[src/rtl/draw_pkg.sv]
// Shared types and colour constants for the band sprite drawer.
package draw_pkg;

    typedef enum logic [1:0] {
        IDLE  = 2'd0,
        SWEEP = 2'd1,
        DONE  = 2'd2
    } state_e;

    localparam logic [2:0] BLACK = 3'b000;
    localparam logic [2:0] BLUE  = 3'b001;

endpackage

[src/rtl/span_calc.sv]
// Clamped sprite span [lo, hi] around a centre column; never wraps below 0 or past the band edge.
module span_calc #(
    parameter int unsigned XW       = 8,
    parameter int unsigned HALF_W   = 2,
    parameter int unsigned SCREEN_W = 120
) (
    input  logic [XW-1:0] center,
    output logic [XW-1:0] lo,
    output logic [XW-1:0] hi
);

    localparam int unsigned    WW   = XW + 1;
    localparam logic [WW-1:0]  HALF = WW'(HALF_W);
    localparam logic [WW-1:0]  XMAX = WW'(SCREEN_W - 1);

    logic [WW-1:0] center_w;
    logic [WW-1:0] sum_w;

    // One extra bit of headroom keeps both the subtract and the add from wrapping
    always_comb begin
        center_w = {1'b0, center};
        sum_w    = center_w + HALF;
        lo       = (center_w >= HALF) ? XW'(center_w - HALF) : '0;
        hi       = (sum_w > XMAX) ? XW'(XMAX) : XW'(sum_w);
    end

endmodule

[src/rtl/band_sprite_drawer.sv]
// Repaints a fixed-height screen band, one pixel per clock, drawing a solid bar sprite
// and clearing the rest; optionally limits the sweep to the old+new sprite columns.
module band_sprite_drawer
    import draw_pkg::*;
#(
    parameter int unsigned XW       = 8,
    parameter int unsigned YW       = 7,
    parameter int unsigned SCREEN_W = 120,
    parameter int unsigned BAND_Y   = 112,
    parameter int unsigned BAND_H   = 3,
    parameter int unsigned HALF_W   = 2,
    parameter logic [2:0]  FG_COLOR = BLUE,
    parameter logic [2:0]  BG_COLOR = BLACK
) (
    input  logic          clock,
    input  logic          reset,
    input  logic          start,
    input  logic          dirty_only,
    input  logic [XW-1:0] position,
    output logic [XW-1:0] x,
    output logic [YW-1:0] y,
    output logic [2:0]    color,
    output logic          plot,
    output logic          busy,
    output logic          done
);

    localparam int unsigned     RYW   = (BAND_H > 1) ? $clog2(BAND_H) : 1;
    localparam logic [XW-1:0]   XMAX  = XW'(SCREEN_W - 1);
    localparam logic [RYW-1:0]  RYMAX = RYW'(BAND_H - 1);
    localparam logic [YW-1:0]   YTOP  = YW'(BAND_Y);

    state_e         state_q, state_d;
    logic [XW-1:0]  cx_q, cx_d;
    logic [RYW-1:0] ry_q, ry_d;
    logic [XW-1:0]  hi_q, hi_d;
    logic [XW-1:0]  nlo_q, nlo_d;
    logic [XW-1:0]  nhi_q, nhi_d;
    logic [XW-1:0]  plo_q, plo_d;
    logic [XW-1:0]  phi_q, phi_d;
    logic           pvalid_q, pvalid_d;
    logic [XW-1:0]  x_q, x_d;
    logic [YW-1:0]  y_q, y_d;
    logic [2:0]     color_q, color_d;
    logic           plot_q, plot_d;
    logic           busy_q, busy_d;
    logic           done_q, done_d;

    logic [XW-1:0]  pos_clamped;
    logic [XW-1:0]  new_lo, new_hi;
    logic [XW-1:0]  sweep_lo, sweep_hi;

    assign pos_clamped = (position > XMAX) ? XMAX : position;

    span_calc #(
        .XW       (XW),
        .HALF_W   (HALF_W),
        .SCREEN_W (SCREEN_W)
    ) u_new_span (
        .center (pos_clamped),
        .lo     (new_lo),
        .hi     (new_hi)
    );

    function automatic logic [2:0] pix_color(input logic [XW-1:0] col,
                                             input logic [XW-1:0] slo,
                                             input logic [XW-1:0] shi);
        return (col >= slo && col <= shi) ? FG_COLOR : BG_COLOR;
    endfunction

    // Next-state, counter and registered-output logic; the pixel for the next cycle is loaded here
    always_comb begin
        state_d  = state_q;
        cx_d     = cx_q;
        ry_d     = ry_q;
        hi_d     = hi_q;
        nlo_d    = nlo_q;
        nhi_d    = nhi_q;
        plo_d    = plo_q;
        phi_d    = phi_q;
        pvalid_d = pvalid_q;
        x_d      = x_q;
        y_d      = y_q;
        color_d  = color_q;
        plot_d   = 1'b0;
        busy_d   = busy_q;
        done_d   = 1'b0;
        sweep_lo = '0;
        sweep_hi = XMAX;

        case (state_q)
            IDLE: begin
                if (start) begin
                    if (dirty_only && pvalid_q) begin
                        sweep_lo = (plo_q < new_lo) ? plo_q : new_lo;
                        sweep_hi = (phi_q > new_hi) ? phi_q : new_hi;
                    end
                    nlo_d   = new_lo;
                    nhi_d   = new_hi;
                    hi_d    = sweep_hi;
                    cx_d    = sweep_lo;
                    ry_d    = '0;
                    x_d     = sweep_lo;
                    y_d     = YTOP;
                    color_d = pix_color(sweep_lo, new_lo, new_hi);
                    plot_d  = 1'b1;
                    busy_d  = 1'b1;
                    state_d = SWEEP;
                end
            end
            SWEEP: begin
                if (cx_q == hi_q && ry_q == RYMAX) begin
                    busy_d  = 1'b0;
                    done_d  = 1'b1;
                    state_d = DONE;
                end else begin
                    if (ry_q == RYMAX) begin
                        cx_d = cx_q + XW'(1);
                        ry_d = '0;
                    end else begin
                        ry_d = ry_q + RYW'(1);
                    end
                    x_d     = cx_d;
                    y_d     = YTOP + YW'(ry_d);
                    color_d = pix_color(cx_d, nlo_q, nhi_q);
                    plot_d  = 1'b1;
                    busy_d  = 1'b1;
                end
            end
            DONE: begin
                plo_d    = nlo_q;
                phi_d    = nhi_q;
                pvalid_d = 1'b1;
                state_d  = IDLE;
            end
            default: begin
                state_d = IDLE;
            end
        endcase
    end

    // State, counters, span memory and outputs
    always_ff @(posedge clock or negedge reset) begin
        if (!reset) begin
            state_q  <= IDLE;
            cx_q     <= '0;
            ry_q     <= '0;
            hi_q     <= '0;
            nlo_q    <= '0;
            nhi_q    <= '0;
            plo_q    <= '0;
            phi_q    <= '0;
            pvalid_q <= 1'b0;
            x_q      <= '0;
            y_q      <= '0;
            color_q  <= BG_COLOR;
            plot_q   <= 1'b0;
            busy_q   <= 1'b0;
            done_q   <= 1'b0;
        end else begin
            state_q  <= state_d;
            cx_q     <= cx_d;
            ry_q     <= ry_d;
            hi_q     <= hi_d;
            nlo_q    <= nlo_d;
            nhi_q    <= nhi_d;
            plo_q    <= plo_d;
            phi_q    <= phi_d;
            pvalid_q <= pvalid_d;
            x_q      <= x_d;
            y_q      <= y_d;
            color_q  <= color_d;
            plot_q   <= plot_d;
            busy_q   <= busy_d;
            done_q   <= done_d;
        end
    end

    assign x     = x_q;
    assign y     = y_q;
    assign color = color_q;
    assign plot  = plot_q;
    assign busy  = busy_q;
    assign done  = done_q;

endmodule

[config.mk]
export PLATFORM = sky130hd
export DESIGN_NAME = band_sprite_drawer
export DESIGN_NICKNAME = d
export VERILOG_FILES = /design/src/rtl/draw_pkg.sv /design/src/rtl/span_calc.sv /design/src/rtl/band_sprite_drawer.sv
export SDC_FILE = /design/constraint.sdc
export NUM_CORES = 1
export LEC_CHECK = 0
export ABC_AREA = 1
export BUFFER_PORTS_ARGS = -buffer_cell sky130_fd_sc_hd__buf_2
export CAP_MARGIN = 15
export CORE_MARGIN = 1.5
export CORE_UTILIZATION = 40
export DETAILED_ROUTE_END_ITERATION = 10
export PLACE_DENSITY = 0.53
export SYNTH_ARGS = -nofsm -noshare
export SYNTH_HDL_FRONTEND = slang
export SYNTH_SLANG_ARGS = --single-unit
[constraint.sdc]
create_clock -name clock -period 3.7 [get_ports clock]
set_clock_uncertainty 0.1 [all_clocks]
set_input_delay 0.37 -clock clock [delete_from_list [all_inputs] [get_ports clock]]
set_output_delay 0.37 -clock clock [all_outputs]
set_load 0.1 [all_outputs]
== Word level (Yosys, flattened, before mapping) ==
Index checks and enable logic that the tools add are counted.
Storage, ports and cells
  bits of input ports: 12
  register bits after elaboration: 66
  output and inout port bits: 21
  word-level logic and storage cells: 84
Cells by class
  $add $sub $neg: 5
  muxes and demuxes: 39
  order comparisons: 9
  equal/unequal tests: 7
  reductions and logical operators: 10
Operators by type and width (number)
  $mux W8: 14
  $ge A8 B8 Y1: 2
  $le A8 B8 Y1: 2
  $pmux W8 S2: 1
  $mux W2: 7
  $mux W7: 2
  $pmux W7 S2: 1
  $add A8 B2 Y9 const B: 1
  $gt A9 B7 Y1 const B: 1
  $add A8 B1 Y8 const B: 1
  $eq A8 B8 Y1: 1
  $ge A8 B2 Y1 const B: 1
  $gt A8 B7 Y1 const B: 1
  $gt A8 B8 Y1: 1
  $lt A8 B8 Y1: 1
  $pmux W2 S2: 2
  $sub A8 B2 Y8 const B: 1
  $mux W1: 7
  $add A5 B3 Y6 const A: 1
  $mux W3: 2
  $ne A2 B2 Y1 const B: 3
  $pmux W3 S2: 1
  $reduce_and A2 Y1: 3
  $eq A2 B2 Y1 const B: 2
  other kinds (7): 11

== Depth between registers and ports, before layout ==
  depth in word-level cells: 14
  gate-level depth with buffers: 29
  mapped depth without buffers: 29

== Cells and area by module ==
Synthesis repeated with hierarchy kept, for this count alone.
Unflattened totals
  cells, all modules: 638
  area total of the unflattened synthesis: 4551.9 um2
By module, submodules not included
  band_sprite_drawer: seq. area each 1451.4 um2, instances 1, area an instance 4157.7 um2, cells an instance 563
  span_calc: seq. area each 0.0 um2, instances 1, area an instance 394.1 um2, cells an instance 75

== Worst setup path after synthesis ==
OpenSTA, ideal clock, no wires.
  kind: in2reg
  from: in position[3]
  to: reg color_q[0], in the netlist color[0]
  slack: 62 ps
  data arrival time: 3411 ps
  setup time: 127 ps
  cell stages on the path: 27
  data required time: 3473 ps
  path buffers: 0
  path through: nand2_1 inv_2 nand2_4 nand2_2 nor2_4 ha_1 nand2_1 clkinv_1 nand2_1 o211ai_1 ha_1 a21oi_1 nor2_1 a211oi_4 nand3_1 nand3_1 inv_1 ha_1 inv_1 nor2_1 nor2_1 o21ai_0 nand4_1 nand3_1 o31ai_1 nand3_1 a31oi_1
Between the ends
  word-level cells in the longest chain between the ends: 14
  elaborated cells between the ends (all ways): 19
  those cells by class: 2 x add/sub; 6 x order compare; 10 x mux; 1 x reduce/logical
Ends and longest elaborated chain
  from (decl): line band_sprite_drawer.sv:19  | input logic [XW-1:0] position,
  $gt A8 B7 Y1: line band_sprite_drawer.sv:53  | assign pos_clamped = (position > XMAX) ? XMAX : position;
  $mux W8 *: line band_sprite_drawer.sv:53
  $sub A8 B2 Y8 / $ge A8 B2 Y1 (equally long branches): line span_calc.sv:23  | lo = (center_w >= HALF) ? XW'(center_w - HALF) : '0;
  $mux W8: line span_calc.sv:23
  $lt A8 B8 Y1: line band_sprite_drawer.sv:95  | sweep_lo = (plo_q < new_lo) ? plo_q : new_lo;
  $mux W8: line band_sprite_drawer.sv:95
  $mux W8: line band_sprite_drawer.sv:94  | if (dirty_only && pvalid_q) begin
  $mux W8: line band_sprite_drawer.sv:93  | if (start) begin
  $mux W8: line band_sprite_drawer.sv:91  | case (state_q)
  $ge A8 B8 Y1 / $le A8 B8 Y1 (equally long branches): line band_sprite_drawer.sv:68  | return (col >= slo && col <= shi) ? FG_COLOR : BG_COLOR;
  $logic_and A1 B1 Y1 *: line band_sprite_drawer.sv:68
  $mux W1 *: line band_sprite_drawer.sv:68
  $mux W3 *: line band_sprite_drawer.sv:93
  $pmux W3 S2 *: line band_sprite_drawer.sv:91
  to (signal assigned): line band_sprite_drawer.sv:172  | color_q <= color_d;
  to (decl): line band_sprite_drawer.sv:44  | logic [2:0] color_q, color_d;
Mark *: on every way between the ends. The rest lies on a longest branch, timed or not. The select of a mux whose other input is x is not followed.
A chain may end at the register's enable or synchronous reset.

== Final worst setup path ==
  from: in position[5]
  to: reg color_q[0], in the netlist color[0]
The elaborated chain is that of the path after synthesis.

==> results.py <==
metrics = {
    "critical_path": {
        "cp.required_ns": 3.88,
        "cp_slowest_cell": "a211oi_4",
        "r2r_start": "plo_q[5]",
        "endpoint_kind": "register",
        "crit_type": "input port to register",
        "critPathLaunchType": "input port",
        "cp_data_arrival_time_ns": 3.70,
        "cp_max_fo": 8,
        "r2r_slack_ns": 0.72,
        "ff2ff_path_depth": 19,
        "reg2reg_to": "color[0]",
        "slowest_delay_ns": 0.32,
        "cp_common_cell": "nand2_4",
    },
    "timing": {
        "slew_viol_final": 0,
        "clock.fmax_mhz": 284,
        "fin_crit_ns": 3.52,
        "timing.final.ws_setup_ns": 0.182,
        "finalHoldViolations": 0,
        "grt_setup_unrepaired": "yes",
        "setup_viol": 0,
        "post-route-period-util_pct": 95.1,
        "slew-limit-headroom_pct": 27.6,
        "tightestPinTransition_ns": 1.08,
    },
    "die": {
        "floorplan.initialDensity_pct": 41.3,
        "core_mm2": 0.0103,
        "die_w_um": 106,
        "rows": 37,
        "die_height_um": 106,
        "fp.dieArea_mm2": 0.0113,
        "io_pins": 33,
    },
    "clocking": {
        "cts_tree": "yes",
        "numClockSinks": 58,
        "cts_inserted_buffers": 9,
        "clockBufferDepth": 2,
        "clk_pin_slew_ns": 0.08,
        "root_buffer": "clkbuf_8",
        "htreeDepth": 3,
        "clock_latency_ns": 0.35,
        "hold_buffers": 0,
    },
    "synth": {
        "synth-seq-cells": 58,
        "ys_warn_count": 0,
        "synth_enable_flop_cells": 0,
        "synth_commonest_cells": "128 x nand2_1, 86 x inv_1, 58 x dfrtp_1",
        "syn_area_mm2": 0.00426,
        "async_flop_share_pct": 100,
        "yosys-top-cells-area": "dfrtp_1 34%, ha_1 15%, nand2_1 11%",
        "yosysSeqAreaShare_pct": 34.1,
        "avgSynthCellArea_um2": 7.58,
        "synth.largest_area_cell": "dfrtp_1",
        "yosysTopAreaCellShare_pct": 34.1,
        "syn_inst": 562,
        "ys.flop_type": "dfrtp_1",
        "yosysUniqueCellTypes": 39,
        "synth.most_common_cell": "nand2_1",
    },
    "pwr": {
        "p_per_area_mw_per_mm2": 609,
        "vdd_ir_drop_max_uv": 368,
        "p_leak_uw": 0.00276,
    },
    "worst_hold_path": {
        "hold_class": "input port to asynchronous set/reset pin",
    },
    "route": {
        "vias_per_cell": 4.89,
        "wire_per_inst_um": 15.2,
        "wl_mm": 11.8,
        "ant_nets": 0,
        "dr.pass1.iters": 4,
        "drt_iter0_markers": 187,
        "num_vias": 3784,
        "drc": 0,
    },
    "finish": {
        "postLayoutCoreUtil_pct": 51.4,
        "final_net_count": 696,
        "final_layout_size_suffix_gt1_share_pct": 25.2,
        "antenna_cells": 0,
        "area_delta_synth_final_pct": 24.5,
        "fillCellCount": 1005,
    },
    "global_route": {
        "grt_pass1_vias": 3790,
        "grt_max_degree": 40,
        "antenna_found_initial": 0,
        "grt.overflow.total": 0,
        "grt_use_total_pct": 22.4,
        "grt_pass1_wl_mm": 19.2,
    },
    "flow_run": {
        "drv_cap": 0,
    },
    "placed_design": {
        "gp_congestion": 0.907,
        "io_buffers": 28,
        "place_hpwl_mm": 9.08,
        "pre_cts_slack_ns": -0.202,
    },
    "run_status": {
        "status": "finished clean",
    },
}
## cells in the final DEF (no fill, tap or decap), types with 4 or more instances in the layout
cell type,count
a31oi_1,6
o21ai_0,39
conb_1,6
nor2_4,5
nand3_1,15
nand4_1,7
buf_2,24
nor2_1,38
dfrtp_1,58
clkbuf_8,9
nand2_4,8
o21ai_1,9
inv_1,79
ha_1,45
buf_4,40
nand2_1,123
inv_2,11
xor2_1,10
nor2_2,4
ha_4,6
nand3_2,11
nand2_2,13
a21oi_1,25
clkinvlp_4,4
## logic make-up (layout without fill, tap and decap cells)
family,after synthesis,in the layout,share of synthesized area [%]
xor+xnor,10,10,2.06
flops,58,58,34.1
simple gates,236,236,25.8
buf+inv,109,181,10.3
compound gates,96,96,12.6
other cells,2,6,0.176
fa+ha+maj,51,51,15.0
## per-stage QoR
step                hold WS (ns)  power, uW  setup TNS [ns]  instance area (um2)  std cells
finish                    0.0481       3230               0                 5300        774
global route               0.100       3500         -0.0829                 5300        774
CTS                       0.0682       3230               0                 5000        768
detailed placement         0.355       2630          -0.202                 4800        752
global placement           0.348       2600          -0.130                 4800        752
floorplan                -0.0256       2210               0                 4270        566
## metal layers
metal  up-vias  wire, um  track usage (%)  share of wire, %
met2        65      5540             36.7                47
li1       1948         -                -                 -
met1      1752      5580             29.5                47
met5         -         0                0                 0
met4         0       245             8.59               2.1
met3        19       407             3.62               3.5
## cell type report
| type | count | area, um2 | area share, % |
|---|---|---|---|
| sequential | 58 | 1450 | 27.4 |
| timing repair buffer | 71 | 534 | 10.1 |
| inverter | 94 | 358 | 6.75 |
| multi-input combinational | 399 | 2590 | 48.9 |
| clock buffer | 9 | 124 | 2.34 |
| tap | 136 | 170 | 3.21 |
| clock inverter | 7 | 70.1 | 1.32 |
## worst max path at each step
stage	from	end	depth (start not counted)
final	position[5]	color[0]	30
after global routing	position[5]	color[0]	30
after CTS	position[3]	color[0]	29
after detailed placement	position[3]	color[0]	29
after global placement	position[3]	color[0]	30
after floorplan	position[3]	color[0]	27
## repair_timing
action / CTS / global route
hold endpoints to repair: 0 / 0
buffers inserted: 0 / 5
gates resized for setup: 0 / 56
setup endpoints to repair: 0 / 1
## power by group
part	internal [uW]	switching, uW
clock network	307	272
registers	798	146
logic	461	1250
total	1570	1660
## critical path, delay by kind of cell
kind	cells	cell delay [ns]
AOI/OAI and AO/OA	6	1.04
adders and majority gates	3	0.65
buffers and inverters	6	0.51
and+or+nand+nor	15	1.13
## state kept, by name (all words and copies together) (netlist names)
name,cells
ry_q,1
color,1
pvalid_q,1
done,1
y,2
phi_q,8
nhi_q,8
busy,1
x,8
nlo_q,8
plo_q,8
hi_q,8
state_q,2
plot,1
Power figures use the tool's default switching activity.
